### config.mk
export PLATFORM = sky130hd
export DESIGN_NAME = br_amba_iso_resp_tracker_flat
export DESIGN_NICKNAME = d
export VERILOG_FILES = /design/src/rtl/br_amba_iso_resp_tracker_pkg.sv /design/src/rtl/br_amba_iso_resp_tracker_if.sv /design/src/rtl/br_amba_iso_resp_tracker_rlast_gen.sv /design/src/rtl/br_amba_iso_resp_tracker.sv /design/src/flat_wrapper.sv
export SDC_FILE = /design/constraint.sdc
export NUM_CORES = 1
export LEC_CHECK = 0
export CAP_MARGIN = 20
export CORE_MARGIN = 5
export CORE_UTILIZATION = 52
export CTS_BUF_LIST = sky130_fd_sc_hd__clkbuf_2 sky130_fd_sc_hd__clkbuf_4 sky130_fd_sc_hd__clkbuf_8
export DETAILED_ROUTE_END_ITERATION = 10
export PLACE_DENSITY = 0.8
export SYNTH_ARGS = -nofsm -noshare
export SYNTH_HDL_FRONTEND = slang
export SYNTH_HIERARCHICAL = 1
export SYNTH_SLANG_ARGS = --single-unit
export TNS_END_PERCENT = 5
### constraint.sdc
create_clock -name clk -period 3.55 [get_ports clk]
set_input_delay 0.5325 -clock clk [delete_from_list [all_inputs] [get_ports clk]]
set_output_delay 0.5325 -clock clk [all_outputs]
set_load 0.005 [all_outputs]
### src/rtl/br_amba_iso_resp_tracker_pkg.sv
// Shared AXI constants, FSM state type and width helper for the isolator response tracker.
package br_amba_iso_resp_tracker_pkg;

    localparam int unsigned AxiRespWidth = 2;
    localparam int unsigned AxiFullBurstLenWidth = 8;

    localparam logic [AxiRespWidth-1:0] AxiRespOkay   = 2'b00;
    localparam logic [AxiRespWidth-1:0] AxiRespSlverr = 2'b10;

    typedef enum logic [1:0] {
        StConnected = 2'd0,
        StDraining  = 2'd1,
        StIsolated  = 2'd2
    } iso_state_e;

    // A single-beat (AXI-Lite) configuration still needs a 1-bit length field.
    function automatic int unsigned clamped_clog2(input int unsigned value);
        return (value <= 1) ? 1 : $clog2(value);
    endfunction

endpackage

### src/rtl/br_amba_iso_resp_tracker_if.sv
// Upstream/downstream AW, AR, B and R handshake bundle around the isolator response tracker.
interface br_amba_iso_resp_tracker_if
    import br_amba_iso_resp_tracker_pkg::*;
#(
    parameter int unsigned IdWidth  = 1,
    parameter int unsigned LenWidth = AxiFullBurstLenWidth
);
    logic                    upstream_awvalid;
    logic                    upstream_awready;
    logic [IdWidth-1:0]      upstream_awid;
    logic                    downstream_awvalid;
    logic                    downstream_awready;

    logic                    upstream_arvalid;
    logic                    upstream_arready;
    logic [IdWidth-1:0]      upstream_arid;
    logic [LenWidth-1:0]     upstream_arlen;
    logic                    downstream_arvalid;
    logic                    downstream_arready;

    logic                    downstream_bvalid;
    logic                    downstream_bready;
    logic [IdWidth-1:0]      downstream_bid;
    logic [AxiRespWidth-1:0] downstream_bresp;
    logic                    upstream_bvalid;
    logic                    upstream_bready;
    logic [IdWidth-1:0]      upstream_bid;
    logic [AxiRespWidth-1:0] upstream_bresp;

    logic                    downstream_rvalid;
    logic                    downstream_rready;
    logic                    downstream_rlast;
    logic [IdWidth-1:0]      downstream_rid;
    logic [AxiRespWidth-1:0] downstream_rresp;
    logic                    upstream_rvalid;
    logic                    upstream_rready;
    logic                    upstream_rlast;
    logic [IdWidth-1:0]      upstream_rid;
    logic [AxiRespWidth-1:0] upstream_rresp;

    // The tracker itself sits on the slave side of this bundle.
    modport slave (
        input  upstream_awvalid, upstream_awid, downstream_awready,
        output upstream_awready, downstream_awvalid,
        input  upstream_arvalid, upstream_arid, upstream_arlen, downstream_arready,
        output upstream_arready, downstream_arvalid,
        input  downstream_bvalid, downstream_bid, downstream_bresp, upstream_bready,
        output downstream_bready, upstream_bvalid, upstream_bid, upstream_bresp,
        input  downstream_rvalid, downstream_rlast, downstream_rid, downstream_rresp,
        input  upstream_rready,
        output downstream_rready, upstream_rvalid, upstream_rlast, upstream_rid, upstream_rresp
    );

    modport master (
        output upstream_awvalid, upstream_awid, downstream_awready,
        input  upstream_awready, downstream_awvalid,
        output upstream_arvalid, upstream_arid, upstream_arlen, downstream_arready,
        input  upstream_arready, downstream_arvalid,
        output downstream_bvalid, downstream_bid, downstream_bresp, upstream_bready,
        input  downstream_bready, upstream_bvalid, upstream_bid, upstream_bresp,
        output downstream_rvalid, downstream_rlast, downstream_rid, downstream_rresp,
        output upstream_rready,
        input  downstream_rready, upstream_rvalid, upstream_rlast, upstream_rid, upstream_rresp
    );

endinterface

### src/rtl/br_amba_iso_resp_tracker_rlast_gen.sv
// Beat counter for the burst at the head of the read tracker; flags the final beat of that burst.
module br_amba_iso_rlast_gen #(
    parameter int unsigned LenWidth = 8
) (
    input  logic                clk,
    input  logic                rst,
    input  logic                beat,
    input  logic                beat_last,
    input  logic [LenWidth-1:0] head_len,
    output logic                last
);

    logic [LenWidth-1:0] count_q;

    assign last = (count_q == head_len);

    always_ff @(posedge clk) begin
        if (rst) begin
            count_q <= '0;
        end else if (beat) begin
            count_q <= beat_last ? '0 : count_q + LenWidth'(1);
        end
    end

endmodule

### src/rtl/br_amba_iso_resp_tracker.sv
// Tracks in-flight AW/AR requests and, on isolation, sinks downstream responses while
// synthesizing error B/R responses upstream for every outstanding transaction.
module br_amba_iso_resp_tracker
    import br_amba_iso_resp_tracker_pkg::*;
#(
    parameter int unsigned MaxOutstanding   = 2,
    parameter int unsigned MaxAxiBurstLen   = 2 ** AxiFullBurstLenWidth,
    parameter int unsigned AxiBurstLenWidth = clamped_clog2(MaxAxiBurstLen),
    parameter int unsigned IdWidth          = 1,
    parameter logic [AxiRespWidth-1:0] FakeResp = AxiRespSlverr
) (
    input  logic                           clk,
    input  logic                           rst,
    br_amba_iso_resp_tracker_if.slave      bus,
    input  logic                           isolate_req,
    output logic                           isolate_done
);

    localparam int unsigned PtrWidth = $clog2(MaxOutstanding);
    localparam int unsigned CntWidth = $clog2(MaxOutstanding + 1);
    localparam logic [PtrWidth-1:0] LastPtr = PtrWidth'(MaxOutstanding - 1);
    localparam logic [CntWidth-1:0] FullCnt = CntWidth'(MaxOutstanding);

    typedef struct packed {
        logic [IdWidth-1:0]          id;
        logic [AxiBurstLenWidth-1:0] len;
    } r_entry_t;

    iso_state_e state_q, state_d;

    logic fwd_ok;
    logic b_push, b_pop, b_full, b_empty;
    logic r_push, r_pop, r_full, r_empty, r_beat;
    logic rlast_cmp;

    logic [IdWidth-1:0]  b_mem_q [MaxOutstanding];
    logic [PtrWidth-1:0] b_wr_q, b_rd_q;
    logic [CntWidth-1:0] b_cnt_q;
    r_entry_t            r_mem_q [MaxOutstanding];
    logic [PtrWidth-1:0] r_wr_q, r_rd_q;
    logic [CntWidth-1:0] r_cnt_q;
    logic [IdWidth-1:0]  b_head_id;
    r_entry_t            r_head;

    // Requests are blocked from the very cycle isolate_req is seen.
    assign fwd_ok = (state_q == StConnected) && !isolate_req;

    assign bus.downstream_awvalid = bus.upstream_awvalid && fwd_ok && !b_full;
    assign bus.upstream_awready   = bus.downstream_awready && fwd_ok && !b_full;
    assign bus.downstream_arvalid = bus.upstream_arvalid && fwd_ok && !r_full;
    assign bus.upstream_arready   = bus.downstream_arready && fwd_ok && !r_full;

    assign b_push = bus.downstream_awvalid && bus.downstream_awready;
    assign r_push = bus.downstream_arvalid && bus.downstream_arready;
    assign b_pop  = bus.upstream_bvalid && bus.upstream_bready && !b_empty;
    assign r_beat = bus.upstream_rvalid && bus.upstream_rready;
    assign r_pop  = r_beat && bus.upstream_rlast && !r_empty;

    assign b_full    = (b_cnt_q == FullCnt);
    assign b_empty   = (b_cnt_q == '0);
    assign r_full    = (r_cnt_q == FullCnt);
    assign r_empty   = (r_cnt_q == '0);
    assign b_head_id = b_mem_q[b_rd_q];
    assign r_head    = r_mem_q[r_rd_q];

    always_ff @(posedge clk) begin
        if (rst) begin
            b_wr_q  <= '0;
            b_rd_q  <= '0;
            b_cnt_q <= '0;
            r_wr_q  <= '0;
            r_rd_q  <= '0;
            r_cnt_q <= '0;
        end else begin
            if (b_push) b_wr_q <= (b_wr_q == LastPtr) ? '0 : b_wr_q + PtrWidth'(1);
            if (b_pop)  b_rd_q <= (b_rd_q == LastPtr) ? '0 : b_rd_q + PtrWidth'(1);
            if (r_push) r_wr_q <= (r_wr_q == LastPtr) ? '0 : r_wr_q + PtrWidth'(1);
            if (r_pop)  r_rd_q <= (r_rd_q == LastPtr) ? '0 : r_rd_q + PtrWidth'(1);
            b_cnt_q <= b_cnt_q + CntWidth'(b_push) - CntWidth'(b_pop);
            r_cnt_q <= r_cnt_q + CntWidth'(r_push) - CntWidth'(r_pop);
        end
    end

    always_ff @(posedge clk) begin
        if (b_push) b_mem_q[b_wr_q] <= bus.upstream_awid;
        if (r_push) r_mem_q[r_wr_q] <= {bus.upstream_arid, bus.upstream_arlen};
    end

    br_amba_iso_rlast_gen #(
        .LenWidth (AxiBurstLenWidth)
    ) u_rlast_gen (
        .clk       (clk),
        .rst       (rst),
        .beat      (r_beat),
        .beat_last (bus.upstream_rlast),
        .head_len  (r_head.len),
        .last      (rlast_cmp)
    );

    always_ff @(posedge clk) begin
        if (rst) begin
            state_q <= StConnected;
        end else begin
            state_q <= state_d;
        end
    end

    always_comb begin
        state_d = state_q;
        unique case (state_q)
            StConnected: if (isolate_req) state_d = StDraining;
            StDraining:  if (b_empty && r_empty) state_d = StIsolated;
            StIsolated:  if (!isolate_req) state_d = StConnected;
            default:     state_d = StConnected;
        endcase
    end

    always_comb begin
        bus.upstream_bvalid   = 1'b0;
        bus.upstream_bid      = '0;
        bus.upstream_bresp    = '0;
        bus.downstream_bready = 1'b1;
        bus.upstream_rvalid   = 1'b0;
        bus.upstream_rlast    = 1'b0;
        bus.upstream_rid      = '0;
        bus.upstream_rresp    = '0;
        bus.downstream_rready = 1'b1;
        unique case (state_q)
            StConnected: begin
                bus.upstream_bvalid   = bus.downstream_bvalid;
                bus.upstream_bid      = bus.downstream_bid;
                bus.upstream_bresp    = bus.downstream_bresp;
                bus.downstream_bready = bus.upstream_bready;
                bus.upstream_rvalid   = bus.downstream_rvalid;
                bus.upstream_rlast    = bus.downstream_rlast;
                bus.upstream_rid      = bus.downstream_rid;
                bus.upstream_rresp    = bus.downstream_rresp;
                bus.downstream_rready = bus.upstream_rready;
            end
            StDraining: begin
                bus.upstream_bvalid = !b_empty;
                bus.upstream_bid    = b_head_id;
                bus.upstream_bresp  = FakeResp;
                bus.upstream_rvalid = !r_empty;
                bus.upstream_rlast  = !r_empty && rlast_cmp;
                bus.upstream_rid    = r_head.id;
                bus.upstream_rresp  = FakeResp;
            end
            default: ;
        endcase
    end

    assign isolate_done = (state_q == StIsolated);

    a_bid_head: assert property (@(posedge clk) disable iff (rst)
        (state_q == StConnected && bus.downstream_bvalid && !b_empty)
        |-> (bus.downstream_bid == b_head_id));
    a_rid_head: assert property (@(posedge clk) disable iff (rst)
        (state_q == StConnected && bus.downstream_rvalid && !r_empty)
        |-> (bus.downstream_rid == r_head.id));
    a_rlast_cmp: assert property (@(posedge clk) disable iff (rst)
        (state_q == StConnected && bus.downstream_rvalid && !r_empty)
        |-> (bus.downstream_rlast == rlast_cmp));
    a_b_pop_nonempty: assert property (@(posedge clk) disable iff (rst)
        (bus.upstream_bvalid && bus.upstream_bready) |-> !b_empty);
    a_r_pop_nonempty: assert property (@(posedge clk) disable iff (rst)
        (bus.upstream_rvalid && bus.upstream_rready) |-> !r_empty);
    a_release_when_done: assert property (@(posedge clk) disable iff (rst)
        $fell(isolate_req) |-> isolate_done);

endmodule
### src/flat_wrapper.sv
// flat-port wrapper written by rule: the top's interface ports become plain ports
module br_amba_iso_resp_tracker_flat import br_amba_iso_resp_tracker_pkg::*;
#(
    parameter int unsigned MaxOutstanding   = 2,
    parameter int unsigned MaxAxiBurstLen   = 2 ** AxiFullBurstLenWidth,
    parameter int unsigned AxiBurstLenWidth = clamped_clog2(MaxAxiBurstLen),
    parameter int unsigned IdWidth          = 1,
    parameter logic [AxiRespWidth-1:0] FakeResp = AxiRespSlverr
)
  (clk, rst, isolate_req, isolate_done, bus_upstream_awvalid, bus_upstream_awid, bus_downstream_awready, bus_upstream_awready, bus_downstream_awvalid, bus_upstream_arvalid, bus_upstream_arid, bus_upstream_arlen, bus_downstream_arready, bus_upstream_arready, bus_downstream_arvalid, bus_downstream_bvalid, bus_downstream_bid, bus_downstream_bresp, bus_upstream_bready, bus_downstream_bready, bus_upstream_bvalid, bus_upstream_bid, bus_upstream_bresp, bus_downstream_rvalid, bus_downstream_rlast, bus_downstream_rid, bus_downstream_rresp, bus_upstream_rready, bus_downstream_rready, bus_upstream_rvalid, bus_upstream_rlast, bus_upstream_rid, bus_upstream_rresp);
  br_amba_iso_resp_tracker_if #(.IdWidth(IdWidth)) bus_i ();
  input  logic clk;
  input  logic rst;
  input  logic isolate_req;
  output logic isolate_done;
  input wire logic [$bits(bus_i.upstream_awvalid)-1:0] bus_upstream_awvalid;
  input wire logic [$bits(bus_i.upstream_awid)-1:0] bus_upstream_awid;
  input wire logic [$bits(bus_i.downstream_awready)-1:0] bus_downstream_awready;
  output wire logic [$bits(bus_i.upstream_awready)-1:0] bus_upstream_awready;
  output wire logic [$bits(bus_i.downstream_awvalid)-1:0] bus_downstream_awvalid;
  input wire logic [$bits(bus_i.upstream_arvalid)-1:0] bus_upstream_arvalid;
  input wire logic [$bits(bus_i.upstream_arid)-1:0] bus_upstream_arid;
  input wire logic [$bits(bus_i.upstream_arlen)-1:0] bus_upstream_arlen;
  input wire logic [$bits(bus_i.downstream_arready)-1:0] bus_downstream_arready;
  output wire logic [$bits(bus_i.upstream_arready)-1:0] bus_upstream_arready;
  output wire logic [$bits(bus_i.downstream_arvalid)-1:0] bus_downstream_arvalid;
  input wire logic [$bits(bus_i.downstream_bvalid)-1:0] bus_downstream_bvalid;
  input wire logic [$bits(bus_i.downstream_bid)-1:0] bus_downstream_bid;
  input wire logic [$bits(bus_i.downstream_bresp)-1:0] bus_downstream_bresp;
  input wire logic [$bits(bus_i.upstream_bready)-1:0] bus_upstream_bready;
  output wire logic [$bits(bus_i.downstream_bready)-1:0] bus_downstream_bready;
  output wire logic [$bits(bus_i.upstream_bvalid)-1:0] bus_upstream_bvalid;
  output wire logic [$bits(bus_i.upstream_bid)-1:0] bus_upstream_bid;
  output wire logic [$bits(bus_i.upstream_bresp)-1:0] bus_upstream_bresp;
  input wire logic [$bits(bus_i.downstream_rvalid)-1:0] bus_downstream_rvalid;
  input wire logic [$bits(bus_i.downstream_rlast)-1:0] bus_downstream_rlast;
  input wire logic [$bits(bus_i.downstream_rid)-1:0] bus_downstream_rid;
  input wire logic [$bits(bus_i.downstream_rresp)-1:0] bus_downstream_rresp;
  input wire logic [$bits(bus_i.upstream_rready)-1:0] bus_upstream_rready;
  output wire logic [$bits(bus_i.downstream_rready)-1:0] bus_downstream_rready;
  output wire logic [$bits(bus_i.upstream_rvalid)-1:0] bus_upstream_rvalid;
  output wire logic [$bits(bus_i.upstream_rlast)-1:0] bus_upstream_rlast;
  output wire logic [$bits(bus_i.upstream_rid)-1:0] bus_upstream_rid;
  output wire logic [$bits(bus_i.upstream_rresp)-1:0] bus_upstream_rresp;
  assign bus_i.upstream_awvalid = bus_upstream_awvalid;
  assign bus_i.upstream_awid = bus_upstream_awid;
  assign bus_i.downstream_awready = bus_downstream_awready;
  assign bus_upstream_awready = bus_i.upstream_awready;
  assign bus_downstream_awvalid = bus_i.downstream_awvalid;
  assign bus_i.upstream_arvalid = bus_upstream_arvalid;
  assign bus_i.upstream_arid = bus_upstream_arid;
  assign bus_i.upstream_arlen = bus_upstream_arlen;
  assign bus_i.downstream_arready = bus_downstream_arready;
  assign bus_upstream_arready = bus_i.upstream_arready;
  assign bus_downstream_arvalid = bus_i.downstream_arvalid;
  assign bus_i.downstream_bvalid = bus_downstream_bvalid;
  assign bus_i.downstream_bid = bus_downstream_bid;
  assign bus_i.downstream_bresp = bus_downstream_bresp;
  assign bus_i.upstream_bready = bus_upstream_bready;
  assign bus_downstream_bready = bus_i.downstream_bready;
  assign bus_upstream_bvalid = bus_i.upstream_bvalid;
  assign bus_upstream_bid = bus_i.upstream_bid;
  assign bus_upstream_bresp = bus_i.upstream_bresp;
  assign bus_i.downstream_rvalid = bus_downstream_rvalid;
  assign bus_i.downstream_rlast = bus_downstream_rlast;
  assign bus_i.downstream_rid = bus_downstream_rid;
  assign bus_i.downstream_rresp = bus_downstream_rresp;
  assign bus_i.upstream_rready = bus_upstream_rready;
  assign bus_downstream_rready = bus_i.downstream_rready;
  assign bus_upstream_rvalid = bus_i.upstream_rvalid;
  assign bus_upstream_rlast = bus_i.upstream_rlast;
  assign bus_upstream_rid = bus_i.upstream_rid;
  assign bus_upstream_rresp = bus_i.upstream_rresp;
  br_amba_iso_resp_tracker #(.MaxOutstanding(MaxOutstanding), .MaxAxiBurstLen(MaxAxiBurstLen), .AxiBurstLenWidth(AxiBurstLenWidth), .IdWidth(IdWidth), .FakeResp(FakeResp)) u_core (.clk(clk), .rst(rst), .bus(bus_i), .isolate_req(isolate_req), .isolate_done(isolate_done));
endmodule
==> run summary <==
The flow ran to the end, and the final reports show no timing, DRC or antenna violations. In this run, post-CTS hold repair placed 0 buffers. In this run, synthesis inferred 20 flip-flops with an integrated enable. The final hold slack is 0.505 ns. The most used flip-flop cell after synthesis is sky130_fd_sc_hd__edfxtp_1. The post-route total power came out at 1.12 mW. The start-to-end type of the worst setup path is flop to output pin.

After clock tree synthesis, the clock-pin slew on the worst setup and hold paths is 0.08 ns. The largest net degree at the start of global routing is 23. The clock tree from TritonCTS is yes.

Across the VDD grid, the largest voltage drop is 0.253 mV. At the later pin of the worst-skew pair, clock insertion delay measures 0.29 ns. The total length of routed met3 wires came out at 203 um. The worst hold-check path type is flop to flop. The count of input and output buffers is 43. The number of nets in the layout came out at 256. The per-instance average area after synthesis came out at 10.8 sq um. The detailed router put a total of 1610 um of wire on met1. Routed signal wires occupy layers up through met4. The number of setup buffers added after CTS is 0. The period utilization came out at 90.4%.

The setup slack of the worst register-to-register path came out at 0.76 ns. The number of clock buffers inserted by TritonCTS is 5. The flop and latch count out of synthesis is 40.

The critical path endpoint category is an output pin. The sum of routed wire length over all layers is 4050 um. For this run, the top clock speed supported by timing is 311 MHz.

Across every metal layer, demand over resource in global routing totals 17.2%. The floorplan step defined a die boundary enclosing 0.00502 sq mm. The total number of yosys warnings is 6. The synthesized netlist occupies a cell area of 0.00193 sq mm.

The areal power density over the cells came out at 448 mW/mm^2. Setup violations remaining at the end of the flow were counted as 0. The initial standard-cell utilization of the core came out at 53.0%. The placeable core region is 0.00363 sq mm. The antenna diode count is 0. The count of boundary I/O pins is 44. The worst setup path is launched from a flop. After the first detailed-routing iteration, the DRC count stood at 65. The average wire per cell in the routed design is 14.9 um.

The first-pass GRT wire length came out at 6760 um. The total congestion overflow came out at 0. The final non-filler cell total came out at 272. The total clock sinks came out at 40. The proportion of register bits with asynchronous set or reset after synthesis came out at 0%. The total half-perimeter wirelength after legalization and detailed placement came out at 3020 um. The placement row count came out at 22. Along the worst path, the maximum fanout reaches 9.

The worst pin sits at a relative slew slack of 54.1%. After routing, the total negative slack on setup checks comes to 0 ns. The root buffer cell is sky130_fd_sc_hd__clkbuf_8. The register area share after synthesis came out at 51.9%. The clock arrives with 0.00333 ns of skew. The final-report max-slew violation count was 0. In this run the remaining antenna-violating nets after routing total 0. Across the run, the number of max-cap violations was 0. Setup repair after global routing left no endpoint under its margin. In the routed layout, each cell is associated on average with a via count of 5.44. The number of hold violations in the final report is 0. The required time of the critical path is 3.02 ns. The die span in y is 70.9 um. In this run, placement finished with an instance count of 264. The routed layout has 1479 vias. The number of buffers on the longest clock path came out at 2.

The detailed route wirelength on metal2 came out at 2180 um. In this run the static leakage power is 0.909 nW. Data on the critical path arrives at its endpoint at 2.68 ns. In the final layout, the share of cells above drive strength 1 is 9.82%. The H-tree depth reported by CTS came out at 2. The die is 70.9 um wide.

The last weighted congestion value of the routability-driven placer is 0.782. Gates resized during post-CTS repair numbered 0. At the pin with the least slew margin, the transition time is 0.688 ns. The post-synthesis cell type count came out at 37.

The post-route DRC violation count came out at 0. The cell count after synthesis is 179. The initial antenna violation count was 0. The post-route minimum period is 3.21 ns. The net count after synthesis came out at 212. The count of TritonRoute iterations in the first routing pass came out at 5.

From synthesis to final layout, the design area changed by 29.9%. The via count of the first global-routing pass came out at 1539.
[worst max-delay path: stages, from the launching register on]
cell and delay [ns]:
sky130_fd_sc_hd__dfxtp_1 0.56, sky130_fd_sc_hd__mux2_2 0.39, sky130_fd_sc_hd__xnor2_1 0.14, sky130_fd_sc_hd__nand4_1 0.11
sky130_fd_sc_hd__nor2_1 0.12, sky130_fd_sc_hd__o211ai_1 0.13, sky130_fd_sc_hd__a21oi_1 0.35, sky130_fd_sc_hd__clkdlybuf4s50_1 0.58
[synth_stat cells (3+ instances only)]
cell                        n  area [sq um]
sky130_fd_sc_hd__a21oi_1   11          55.1
sky130_fd_sc_hd__and2_1     5          31.3
sky130_fd_sc_hd__and3_1     4          25.0
sky130_fd_sc_hd__clkbuf_1   3          11.3
sky130_fd_sc_hd__dfxtp_1   20           400
sky130_fd_sc_hd__edfxtp_1  20           601
sky130_fd_sc_hd__ha_1       5          62.6
sky130_fd_sc_hd__inv_1      5          18.8
sky130_fd_sc_hd__mux2_2    11           124
sky130_fd_sc_hd__mux2i_1    3          30.0
sky130_fd_sc_hd__nand2_1    7          26.3
sky130_fd_sc_hd__nand2b_1   3          18.8
sky130_fd_sc_hd__nand4_1    6          37.5
sky130_fd_sc_hd__nor2_1    20          75.1
sky130_fd_sc_hd__nor2b_1    7          43.8
sky130_fd_sc_hd__nor3_1     4          20.0
sky130_fd_sc_hd__o21ai_0    5          25.0
sky130_fd_sc_hd__or3_1      5          31.3
sky130_fd_sc_hd__xnor2_1    8          70.1
sky130_fd_sc_hd__xor2_1     5          43.8
[through the flow]
step | cell area, sq um | utilization (%) | setup slack [ns]
2_1_floorplan | 1930 | - | 0.948
3_3_place_gp | 2390 | 65.7 | 0.718
3_5_place_dp | 2390 | 65.7 | 0.632
4_1_cts | 2500 | 68.9 | 0.299
5_1_grt | 2500 | 68.9 | 0.148
6_report | 2500 | 68.9 | 0.340
[kinds of logic (layout without fill, tap and decap cells)]
kind of cell / count (synthesis) / count (layout) / share of synthesized area (%)
compound gates: 26 / 26 / 8.38
simple gates: 70 / 70 / 19.9
fa+ha+maj: 5 / 5 / 3.25
buf+inv: 11 / 56 / 2.60
xor+xnor: 13 / 13 / 5.91
mux: 14 / 14 / 7.99
flops: 40 / 40 / 51.9
[sequential cells by signal, indices dropped and copies added, names as in the netlist, named ones only]
| name | count |
|---|---|
| u_core/b_rd_q | 1 |
| u_core/r_cnt_q | 2 |
| u_core/b_cnt_q | 2 |
| u_core/b_mem_q | 2 |
| u_core/r_mem_q | 18 |
| u_core/r_rd_q | 1 |
| u_core/r_wr_q | 1 |
| u_core/state_q | 2 |
| u_core/u_rlast_gen/count_q | 8 |
| u_core/b_wr_q | 1 |
[power breakdown]
part	total [mW]	switching, mW	internal, mW
combinational	0.208	0.0817	0.127
clock	0.378	0.166	0.212
sequential	0.535	0.0311	0.504
total	1.12	0.279	0.843
[placed cells by master, fill, tap and decap left out, types with 5 or more instances in the layout]
cell type	count
sky130_fd_sc_hd__clkdlybuf4s50_1	43
sky130_fd_sc_hd__nor2_1	20
sky130_fd_sc_hd__dfxtp_1	20
sky130_fd_sc_hd__edfxtp_1	20
sky130_fd_sc_hd__mux2_2	11
sky130_fd_sc_hd__a21oi_1	11
sky130_fd_sc_hd__xnor2_1	8
sky130_fd_sc_hd__nand2_1	7
sky130_fd_sc_hd__nor2b_1	7
sky130_fd_sc_hd__nand4_1	6
sky130_fd_sc_hd__clkbuf_8	5
sky130_fd_sc_hd__o21ai_0	5
sky130_fd_sc_hd__inv_1	5
sky130_fd_sc_hd__and2_1	5
sky130_fd_sc_hd__or3_1	5
sky130_fd_sc_hd__xor2_1	5
sky130_fd_sc_hd__ha_1	5
[metal layers]
metal | vias to the layer above | track usage [%]
met5 | - | 0
met4 | 0 | 7.10
met3 | 7 | 4.40
met2 | 38 | 32.1
met1 | 703 | 18.1
li1 | 731 | -
[cell type report]
class,count,area (sq um)
Fill cell,291,1130
Sequential cell,40,1000
Multi-Input combinational cell,128,876
Timing Repair Buffer,43,430
Clock buffer,5,68.8
Tap cell,48,60.1
Clock inverter,3,47.5
Inverter,5,18.8
[path summary, 6_finish.rpt]
path / start / end / depth (start not counted)
max: flop / bus_upstream_rlast / 7
min: u_core/r_wr_q / u_core/r_wr_q / 2
max reg2reg: flop / u_core/r_cnt_q[1] / 12
min reg2reg: u_core/r_wr_q / u_core/r_wr_q / 2
(Power assumes the default switching activity.)
